[src/rtl/z32_mem_fabric.sv]
// Zaks32 memory/MMIO fabric: priority region decode, req/ack slave handshake with timeout, error response.
// Latency 1 cycle on decode error, 2 + wait cycles otherwise; optional error log under Z32_FABRIC_ERRLOG_EN.
module z32_mem_fabric #(
  parameter int                    NUM_SLV     = 4,
  parameter int                    DW          = 32,
  parameter logic [NUM_SLV*32-1:0] REGION_BASE = {32'h1000_1000, 32'h1000_0000, 32'h0000_0000, 32'h0000_0000},
  parameter logic [NUM_SLV*32-1:0] REGION_MASK = {32'hFFFF_FF00, 32'hFFFF_FF00, 32'hFFF0_0000, 32'hFFFF_0000},
  parameter logic [NUM_SLV-1:0]    REGION_RO   = 4'b0001,
  parameter int                    TIMEOUT_CYC = 16,
  parameter logic [DW-1:0]         ERR_DATA    = 32'hDEAD_BEEF
) (
  input  logic                  clk,
  input  logic                  rst_n,
  input  logic                  m_req,
  input  logic                  m_we,
  input  logic [31:0]           m_addr,
  input  logic [DW-1:0]         m_wdata,
  input  logic [DW/8-1:0]       m_be,
  output logic                  m_ready,
  output logic [DW-1:0]         m_rdata,
  output logic                  m_err,
  output logic                  m_busy,
  output logic [NUM_SLV-1:0]    s_req,
  output logic                  s_we,
  output logic [31:0]           s_addr,
  output logic [DW-1:0]         s_wdata,
  output logic [DW/8-1:0]       s_be,
  input  logic [NUM_SLV-1:0]    s_ack,
  input  logic [NUM_SLV*DW-1:0] s_rdata
`ifdef Z32_FABRIC_ERRLOG_EN
  ,
  output logic [31:0]           err_addr,
  output logic [15:0]           err_cnt,
  output logic [1:0]            err_cause
`endif
);

  localparam int IW = (NUM_SLV > 1) ? $clog2(NUM_SLV) : 1;
  localparam int CW = (TIMEOUT_CYC > 0) ? $clog2(TIMEOUT_CYC + 1) : 1;

  typedef enum logic [1:0] {ST_IDLE, ST_WAIT, ST_RESP} state_e;

  state_e              state_q, state_d;
  logic [CW-1:0]       cnt_q, cnt_d;
  logic [IW-1:0]       sel_q, sel_d;
  logic [NUM_SLV-1:0]  s_req_q, s_req_d;
  logic                s_we_q, s_we_d;
  logic [31:0]         s_addr_q, s_addr_d;
  logic [DW-1:0]       s_wdata_q, s_wdata_d;
  logic [DW/8-1:0]     s_be_q, s_be_d;
  logic                m_ready_q, m_ready_d;
  logic                m_err_q, m_err_d;
  logic [DW-1:0]       m_rdata_q, m_rdata_d;

  // Returns {hit, index}; the downward scan leaves the lowest matching index.
  function automatic logic [IW:0] decode(input logic [31:0] a);
    logic [IW:0] r;
    r = '0;
    for (int i = NUM_SLV - 1; i >= 0; i--) begin
      if ((a & REGION_MASK[i*32 +: 32]) == REGION_BASE[i*32 +: 32]) r = {1'b1, IW'(i)};
    end
    return r;
  endfunction

  logic [IW:0]   dec_m;
  logic          timeout_hit;

  assign dec_m       = decode(m_addr);
  assign timeout_hit = (TIMEOUT_CYC != 0) && (cnt_q == CW'(TIMEOUT_CYC - 1));

  always_comb begin
    state_d   = state_q;
    cnt_d     = cnt_q;
    sel_d     = sel_q;
    s_req_d   = s_req_q;
    s_we_d    = s_we_q;
    s_addr_d  = s_addr_q;
    s_wdata_d = s_wdata_q;
    s_be_d    = s_be_q;
    m_ready_d = 1'b0;
    m_err_d   = m_err_q;
    m_rdata_d = m_rdata_q;
    case (state_q)
      ST_IDLE: begin
        if (m_req) begin
          s_we_d    = m_we;
          s_addr_d  = m_addr;
          s_wdata_d = m_wdata;
          s_be_d    = m_be;
          if (!dec_m[IW] || (m_we && REGION_RO[dec_m[IW-1:0]])) begin
            state_d   = ST_RESP;
            m_ready_d = 1'b1;
            m_err_d   = 1'b1;
            m_rdata_d = ERR_DATA;
          end else begin
            state_d = ST_WAIT;
            cnt_d   = '0;
            sel_d   = dec_m[IW-1:0];
            s_req_d = NUM_SLV'(1) << dec_m[IW-1:0];
          end
        end
      end
      ST_WAIT: begin
        // A late ack on the timeout edge still completes the transfer cleanly.
        if (s_ack[sel_q]) begin
          state_d   = ST_RESP;
          s_req_d   = '0;
          m_ready_d = 1'b1;
          m_err_d   = 1'b0;
          m_rdata_d = s_we_q ? '0 : s_rdata[sel_q*DW +: DW];
        end else if (timeout_hit) begin
          state_d   = ST_RESP;
          s_req_d   = '0;
          m_ready_d = 1'b1;
          m_err_d   = 1'b1;
          m_rdata_d = ERR_DATA;
        end else if (cnt_q != {CW{1'b1}}) begin
          cnt_d = cnt_q + CW'(1);
        end
      end
      ST_RESP: state_d = ST_IDLE;
      default: state_d = ST_IDLE;
    endcase
  end

  always_ff @(posedge clk) begin
    if (!rst_n) begin
      state_q   <= ST_IDLE;
      cnt_q     <= '0;
      sel_q     <= '0;
      s_req_q   <= '0;
      s_we_q    <= 1'b0;
      s_addr_q  <= '0;
      s_wdata_q <= '0;
      s_be_q    <= '0;
      m_ready_q <= 1'b0;
      m_err_q   <= 1'b0;
      m_rdata_q <= '0;
    end else begin
      state_q   <= state_d;
      cnt_q     <= cnt_d;
      sel_q     <= sel_d;
      s_req_q   <= s_req_d;
      s_we_q    <= s_we_d;
      s_addr_q  <= s_addr_d;
      s_wdata_q <= s_wdata_d;
      s_be_q    <= s_be_d;
      m_ready_q <= m_ready_d;
      m_err_q   <= m_err_d;
      m_rdata_q <= m_rdata_d;
    end
  end

  assign m_ready = m_ready_q;
  assign m_rdata = m_rdata_q;
  assign m_err   = m_err_q;
  assign m_busy  = (state_q != ST_IDLE);
  assign s_req   = s_req_q;
  assign s_we    = s_we_q;
  assign s_addr  = s_addr_q;
  assign s_wdata = s_wdata_q;
  assign s_be    = s_be_q;

`ifdef Z32_FABRIC_ERRLOG_EN
  // Cause is recovered in the RESP cycle by re-decoding the held request; anything decodable must have timed out.
  logic [IW:0]  dec_s;
  logic [31:0]  err_addr_q;
  logic [15:0]  err_cnt_q;
  logic [1:0]   err_cause_q, cause_d;

  assign dec_s   = decode(s_addr_q);
  assign cause_d = !dec_s[IW] ? 2'd1 :
                   (s_we_q && REGION_RO[dec_s[IW-1:0]]) ? 2'd2 : 2'd3;

  always_ff @(posedge clk) begin
    if (!rst_n) begin
      err_addr_q  <= '0;
      err_cnt_q   <= '0;
      err_cause_q <= '0;
    end else if (m_ready_q && m_err_q) begin
      err_addr_q  <= s_addr_q;
      err_cause_q <= cause_d;
      if (err_cnt_q != 16'hFFFF) err_cnt_q <= err_cnt_q + 16'd1;
    end
  end

  assign err_addr  = err_addr_q;
  assign err_cnt   = err_cnt_q;
  assign err_cause = err_cause_q;
`endif

endmodule

[config.mk]
export PLATFORM = sky130hd
export DESIGN_NAME = z32_mem_fabric
export DESIGN_NICKNAME = d
export VERILOG_FILES = /design/src/rtl/z32_mem_fabric.sv
export SDC_FILE = /design/constraint.sdc
export NUM_CORES = 1
export LEC_CHECK = 0
export ABC_AREA = 1
export BUFFER_PORTS_ARGS = -buffer_cell sky130_fd_sc_hd__buf_4
export CORE_MARGIN = 1.5
export CORE_UTILIZATION = 41
export DETAILED_ROUTE_END_ITERATION = 10
export PLACE_DENSITY = 0.83
export SLEW_MARGIN = 15
export SYNTH_ARGS = -nofsm -noshare
export SYNTH_HDL_FRONTEND = slang
export SYNTH_SLANG_ARGS = --single-unit
[constraint.sdc]
create_clock -name clk -period 1.37 [get_ports clk]
set_input_delay 0.137 -clock clk [delete_from_list [all_inputs] [get_ports clk]]
set_output_delay 0.137 -clock clk [all_outputs]
set_load 0.02 [all_outputs]
Yosys cells after proc, flatten, opt, wreduce, memory -nomap -nowiden
Index checks and enable logic that the tools add are counted.

Multiplexer cells: 40. Bitwise gates (word level): 1. Equal/unequal tests: 12. Magnitude comparators: 2. Reduce and logical (&&, ||, !) cells: 14. Shift operators: 2. $add $sub $neg: 1.

Operators by type and width (count): 32-bit two-way mux (5); 128-bit by 8-bit indexed part select with 32-bit output (1); 32-bit zero test (2); 32-bit one-hot mux with 2 select lines (1); 24-bit by 21-bit == test with 1-bit output, second input constant (2); 5-bit two-way mux (5); 4-bit two-way mux (4); 3-bit two-way mux (4); 2-bit != test, second input constant (6); 1-bit two-way mux (10); 5-bit one-hot mux with 2 select lines (1); 2-bit two-way mux (4); 4-bit one-hot mux with 2 select lines (1); 4-bit AND reduction (2); 2-bit by 3-bit < comparator with 1-bit output, second input constant (2); 6-bit AND reduction (1); 5-bit by 1-bit adder with 5-bit output, second input constant (1); 5-bit by 4-bit == test with 1-bit output, second input constant (1); 5-bit != test, second input constant (1); 1-bit binary-select mux with 2-bit select (2); 1-bit one-hot mux with 2 select lines (2); 2-bit one-hot mux with 2 select lines (1); 2-bit AND reduction (2); 2-bit nonzero test (2); 9 further kinds (9).

Word-level logic and storage cells: 83. Register bits after elaboration: 116. Output and inout port bits: 108.

Logic depth before layout (Yosys ltp)
Gate-level depths: netlist of the first run.

Word-level depth: 12. Gate-level depth with buffers: 12.

Least setup slack after synthesis of the first run
OpenSTA, ideal clock, no wires.

Kind: register to register. From: register cnt_q[0]. To: register cnt_q[3]. Buffers on the path: 0. Setup slack: -0.098 ns. Library setup time: 0.113 ns. Cell stages (with the launch flop): 12. Data arrival time: 1.356 ns. Data required time: 1.257 ns. Cell sequence: dfxtp_1 -> ha_1 -> nand2_1 -> nor2_1 -> ha_1 -> nor3_1 -> o21ai_1 -> inv_2 -> nand2_2 -> inv_2 -> nor2_1 -> nor2_1.

Longest elaborated chain between the ends: 5.

Ends and longest elaborated chain: start, declared (RTL line 44) `logic [CW-1:0] cnt_q, cnt_d;`; start signal, assigned (RTL line 141) `cnt_q <= cnt_d;`; 5-bit by 1-bit adder with 5-bit output (RTL line 118) `cnt_d = cnt_q + CW'(1);`; 5-bit two-way mux (RTL line 117) `end else if (cnt_q != {CW{1'b1}}) begin`; 5-bit two-way mux (RTL line 111) `end else if (timeout_hit) begin`; 5-bit two-way mux (RTL line 105) `if (s_ack[sel_q]) begin`; 5-bit one-hot mux with 2 select lines (RTL line 83) `case (state_q)`.

Parallel ways exist; a longest one is shown, timed or not. The select of a mux whose other input is x is not followed. A chain may end at the register's enable or synchronous reset.

Worst setup path in the final report of the first run
From: register cnt_q[0]. To: register m_rdata_q[17] (netlist: m_rdata[17]).

Longest elaborated chain between the ends: 3.

Ends and longest elaborated chain: 5-bit by 4-bit == test with 1-bit output (RTL line 69) `assign timeout_hit = (TIMEOUT_CYC != 0) && (cnt_q == CW'(TIMEOUT_CYC - 1));`; 3-bit != test (no source line); 4-bit AND reduction (no source line); end signal, assigned (RTL line 150) `m_rdata_q <= m_rdata_d;`; end, declared (RTL line 53) `logic [DW-1:0] m_rdata_q, m_rdata_d;`.

Every way passes these cells.

==> flow_summary.yaml, run 1 <==
floorplan:
  core-area_mm2: 0.01377
  die_x_um: 121.2
  die_area_mm2: 0.01469
  io_pins: 312
  num_rows: 43
  die_y_um: 121.2
  initial_core_util: 0.4159
power:
  total_power_mw: 10.22
  power_frac_clock: 0.422
  seqPwrFrac: 0.369
  swShare: 0.2921
  p_leak_nw: 4.711
  switchingPower_mw: 2.986
  p_int_mw: 7.235
  ir_drop_uv: 1043
  cellPowerDensity_mw_per_mm2: 1051
  combPwrFrac: 0.209
clock_tree:
  cts_sinks: 116
  max-clock-path-buffers: 2
  cts_root_buffer: "clkbuf_16"
  clk-insertion-delay-late_ps: 410
  cts_made_buffers: 17
  path_clk_slew_ps: 60
  cts_tree: "built"
  htreeDepth: 4
outcome:
  status: "finished with violations"
  violations: "setup timing"
critical_path:
  critPathLaunchType: "flop"
  regToRegSetupSlack_ps: -180
  cp.depth: 11
  max_stage_delay_ps: 350
  cp.arrival_ps: 1890
  cp-end-kind: "flop"
  required_ps: 1720
  crit_slowest_cell: "dfxtp_2"
  path_delay_family: "simple AND/OR/NAND/NOR gates"
  critPathMaxFanout: 10
  path_buf_inv: 2
  crit_chain: "ha_4 > nand2_4 > nor2_4 > ha_4 > inv_2 > nand2_4 > nand2_8 > clkbuf_16 > nand3b_1 > nand2_1 > nor2_1"
  crit_type: "reg -> reg"
  r2r_cells: 11
route:
  drt_iter0_drc: 570
  via_count: 7309
  postRouteAntennaNets: 0
  post_drt_via_cell_ratio: 5.236
  dr.pass1.iters: 5
  drt-total-wl_mm: 23.34
  wl_per_cell_um: 16.72
  drcViolationCount: 0
global_route:
  antenna_found_initial: 0
  grt_overflow: 0
  grt_pass1_vias: 7330
  grtUsageTotal: 0.3091
  grt_max_degree: 68
  grt_pass1_wl_mm: 35.81
sta:
  fin_skew_ps: 9.195
  min_period_ps: 1546
  hold_viol: 0
  setup_viol: 44
  fin_crit_sh: 1.129
  tightest_slew_ps: 815.7
  timing.fmax_ghz: 0.6468
  max-slew-margin-rel: 0.4556
  drv_slew: 0
  fin_ws_ps: -176.1
  rsz0062_at_grt: "yes"
synthesis:
  synth.avg_cell_area_um2: 6.910
  synth_flop_cell: "dfxtp_1"
  yosys_warnings: 0
  synth-seq-area-share: 0.4054
  synthDistinctLibCells: 30
  synthTopCellsByArea: "dfxtp_1 41%, nor2_1 19%, o21ai_0 11%"
  synth-seq-cells: 116
  ys_top_cells_by_count: "288 x nor2_1, 122 x o21ai_0, 116 x dfxtp_1, 65 x nand2_1"
  synth_top_cell_by_area: "dfxtp_1"
  syn_inst: 829
  syn_nets: 1036
  netlist_area_mm2: 0.005728
  synth_edf_count: 0
  async_reset_ff_frac: 0
  yosys.area.top_type_share: 0.4054
  synthMostInstantiatedCell: "nor2_1"
placement:
  portBuffers: 311
  place.gp.congestion: 0.8625
  place_area_mm2: 0.008428
  dpl.hpwl_mm: 14.51
cells_and_area:
  drive_above_1_share: 0.3627
  syn_to_final_growth_pct: 69.79
  fin_nets: 1410
  finalInstanceArea_mm2: 0.009726
  n_fill_cell: 1061
  diodes: 0
min_path:
  min_path_cells: 3
  worstHoldPathType: "in -> reg"
run:
  cap_viol_max_count: 0
## routing by layer
| metal | GRT usage | wire, um | vias to the layer above |
|---|---|---|---|
| met5 | 0 | 0 | - |
| met4 | 0.1529 | 961 | 0 |
| met3 | 0.07237 | 1952 | 79 |
| met2 | 0.5625 | 11750 | 389 |
| met1 | 0.3346 | 8677 | 3360 |
| li1 | - | - | 3481 |
## placed cells by master (no fill, tap or decap), drive strengths merged, types with 8 or more instances in the layout
cell type,synthesis,final
a21oi,33,33
a211oi,8,8
nand3,15,15
nand2,74,74
o21ai,137,137
nor2,292,292
o22ai,24,24
nand3b,33,33
buf,35,357
clkbuf,25,21
dfxtp,116,116
dlygate4sd3,0,55
inv,27,34
## tightest hold or removal path, stage by stage
cell and delay (ps):
buf_4 80, o21ai_0 90, nor2_1 90
## per-stage QoR
step	hold WS [ps]	utilization	std cells	setup slack (ps)	setup TNS (ps)
2_1_floorplan	284.7	-	829	-67.24	-1534
3_3_place_gp	372.6	0.6119	1304	-131.9	-4489
3_5_place_dp	384.0	0.6119	1304	-177.2	-6220
4_1_cts	2.512	0.6938	1391	-144.7	-5030
5_1_grt	6.929	0.7061	1396	-282.4	-9647
6_report	15.52	0.7061	1396	-176.1	-5233
## registers in the layout, summed over array words and instances (netlist names)
name / cells
cnt_q: 5
s_we: 1
state_q: 2
s_req: 4
s_addr: 32
s_be: 4
m_rdata: 32
m_ready: 1
s_wdata: 32
m_err: 1
sel_q: 2
## layout make-up
class / count / area [um^2] / share of cell area
flip-flops and latches: 116 / 2328 / 0.2394
clock inverters: 14 / 145.1 / 0.01492
well taps: 180 / 225.2 / 0.02316
clock buffers: 18 / 429.2 / 0.04413
repair buffers: 415 / 3430 / 0.3526
inverters: 27 / 108.9 / 0.01119
multi-input cells: 626 / 3059 / 0.3145
## cell families (layout without fill, tap and decap cells)
| family | count (synthesis) | count (layout) | share of synthesized area |
|---|---|---|---|
| simple gates | 419 | 419 | 0.3198 |
| compound gates | 204 | 204 | 0.1931 |
| flops | 116 | 116 | 0.4054 |
| buf+inv | 87 | 474 | 0.07514 |
| fa+ha+maj | 3 | 3 | 0.006554 |
## power groups by stage
stage,combinational [mW],sequential (mW),clock [mW]
2_1_floorplan,0.599,4.10,0
3_3_place_gp,1.88,3.81,0
3_5_place_dp,1.91,3.83,0
4_1_cts,2.04,3.76,4.37
5_1_grt,2.29,3.79,4.55
6_report,2.13,3.77,4.32
## final timing paths
path | from | to
setup / recovery | cnt_q[0] | m_rdata[17]
hold / removal | m_wdata[17] | s_wdata[17]
setup reg to reg | cnt_q[0] | m_rdata[17]
hold reg to reg | m_err | m_err
## timing repair
item / CTS / global route
buffers inserted: 0 / 2
gates cloned: 0 / 3
pin swaps: 8 / 12
endpoints found under the hold margin: 55 / 0
setup endpoints to repair: 45 / 70
hold buffers: 55 / 0
resized for setup: 1 / 22
No activity file was read; power rests on OpenSTA's default activity.
==> run 2, diff against run 1 <==
Settings changed: CELL_PAD_IN_SITES_DETAIL_PLACEMENT set to 0, CELL_PAD_IN_SITES_GLOBAL_PLACEMENT set to 2, CORE_UTILIZATION 41 to 20, CTS_CLUSTER_DIAMETER set to 80, PLACE_DENSITY 0.83 to 0.82.
==> run 2 against run 1 <==
  * The flow finishes with violations (hold timing, setup timing)
  * Die area is 100% higher
  * Flip-flop and latch count stayed put
  * Clock power is 9.5% higher
  * Via count is 5.3% lower
  * Global-route usage is 15 points lower
  * Wire length is 8.0% higher
  * Utilization is 34 points lower
  * Final cell count is 15% higher
  * Sequential power hardly changed
  * Combinational power is 2% higher
  * Non-clock buffer count is 10 higher
  * Hold slack worse by 24 ps
  * Largest power group unchanged
==> flow_summary.yaml, run 2 (synthesized netlist as in run 1, its figures left out) <==
cells_and_area:
  layout_common_cells: "349 x buf_4, 286 x nor2_1, 111 x dfxtp_1, 108 x o21ai_0, 62 x nand2_1"
  fin_nets: 1420
  diodes: 0
  instances_no_fill: 1604
  drive_above_1_share: 0.3695
  post-route-util: 0.3648
  syn_to_final_growth_pct: 78.37
  multi_input_area_mm2: 0.003072
  n_fill_cell: 3000
  final_common_cell: "buf_4"
  finalInstanceArea_mm2: 0.01022
  seq_area_mm2: 0.002331
route:
  drcViolationCount: 0
  post_drt_via_cell_ratio: 4.317
  dr.pass1.iters: 4
  postRouteAntennaNets: 0
  drt_iter0_drc: 195
  wl_per_cell_um: 15.72
  via_count: 6924
  drt-total-wl_mm: 25.22
outcome:
  violations: "hold timing, setup timing"
  status: "finished with violations"
critical_path:
  cp.arrival_ps: 1820
  critPathMaxFanout: 10
  required_ps: 1710
  path_delay_family: "simple AND/OR/NAND/NOR gates"
  critPathLaunchType: "flop"
  crit_slowest_cell: "dfxtp_2"
  cp-end-kind: "flop"
  path_buf_inv: 2
  crit_type: "reg -> reg"
  crit_top_cell: "ha_4"
  crit_chain: "ha_4 > nand2_2 > nor2_4 > ha_4 > inv_2 > nand2_4 > nand2_8 > buf_12 > nand3b_1 > nand2_1 > nor2_1"
  crit_start: "cnt_q[1]"
  timing.rr.start: "cnt_q[1]"
  max_stage_delay_ps: 350
clock_tree:
  path_clk_slew_ps: 50
  cts_tree: "built"
  cts_root_buffer: "clkbuf_16"
  clk-insertion-delay-late_ps: 420
  cts_made_buffers: 17
  htreeDepth: 4
  max-clock-path-buffers: 2
  cts_sinks: 116
floorplan:
  num_rows: 61
  die_x_um: 172.2
  io_pins: 312
  core-area_mm2: 0.02801
  initial_core_util: 0.2045
  die_y_um: 172.2
  die_area_mm2: 0.02966
min_path:
  hp-start: "m_addr[8]"
  worstHoldPathType: "in -> reg"
global_route:
  grt_pass1_wl_mm: 36.78
  antenna_found_initial: 0
  grt_overflow: 0
  grtUsageTotal: 0.1633
  grt_max_degree: 50
  grt_pass1_vias: 6654
sta:
  rsz0062_at_grt: "yes"
  timing.fmax_ghz: 0.6758
  hold_viol: 1
  max-slew-margin-rel: 0.7521
  drv_slew: 0
  min_period_ps: 1480
  tightest_slew_ps: 368.0
  fin_crit_sh: 1.080
  hold_slack_ps: -8.894
  fin_skew_ps: 13.76
  finalSetupTns_ps: -3930
  fin_ws_ps: -109.8
  setup_viol: 42
power:
  ir_drop_uv: 708.3
  combPwrFrac: 0.204
  seqPwrFrac: 0.353
  p_leak_nw: 4.823
  switchingPower_mw: 2.911
  swShare: 0.2733
  total_power_mw: 10.65
  power_frac_clock: 0.444
  cellPowerDensity_mw_per_mm2: 1042
  p_int_mw: 7.740
placement:
  dpl.hpwl_mm: 18.12
  portBuffers: 311
  place.gp.congestion: 0.7694
  place_area_mm2: 0.008781
  dp.cells: 1511
  pre_cts_slack_ps: -211.9
run:
  cap_viol_max_count: 0
[run 2: cell count changes in the layout (fill, tap and decap cells not counted), sizes merged, moves of 2 or more]
cell / previous run / this run
bufbuf: 0 / 2
clkbuf: 21 / 24
buf: 357 / 366
bufinv: 1 / 3
inv: 34 / 28
[run 2: area by class of cell]
cell class	count	share of cell area
clock buffer	21	0.04604
tap	378	0.04629
clock inverter	11	0.01457
sequential	116	0.2281
timing repair buffer	425	0.3532
multi-input combinational	626	0.3006
inverter	27	0.01114
[run 2: path summary, 6_finish.rpt]
| path | to | slack (ps) | cells after the start |
|---|---|---|---|
| max | m_rdata[24] | -110 | 11 |
| min | s_addr[8] | -9 | 3 |
| max reg2reg | m_rdata[24] | -110 | 11 |
| min reg2reg | m_err | 470 | 2 |
[run 2: tightest hold or removal path: cells and delay by family]
family                 cells  cell delay [ps]
and+or+nand+nor            1               70
buffers and inverters      1               80
AOI/OAI and AO/OA          1               60
[run 2: power by group through the flow]
| stage | logic (mW) | clock network, mW | registers, mW |
|---|---|---|---|
| 6_report | 2.17 | 4.73 | 3.76 |
| 4_1_cts | 2.15 | 4.88 | 3.76 |
| 3_3_place_gp | 2.00 | 0 | 3.82 |
| 2_1_floorplan | 0.599 | 0 | 4.10 |
| 3_5_place_dp | 2.01 | 0 | 3.83 |
| 5_1_grt | 2.37 | 5.01 | 3.79 |
[run 2: routing by layer]
layer  track usage  vias to the layer above  wire (um)
met5             0                        -          0
met4       0.04272                        0        302
met3       0.05631                       21       2396
met2        0.2837                      295      11740
met1        0.1905                     3118      10790
li1              -                     3490          -
[run 2: timing repair]
action	in CTS	in global routing
hold buffers	54	0
pin swaps	5	3
cloned	2	4
gates resized for setup	22	22
endpoints found under the hold margin	54	0
setup buffers	1	0
setup endpoints to repair	48	98
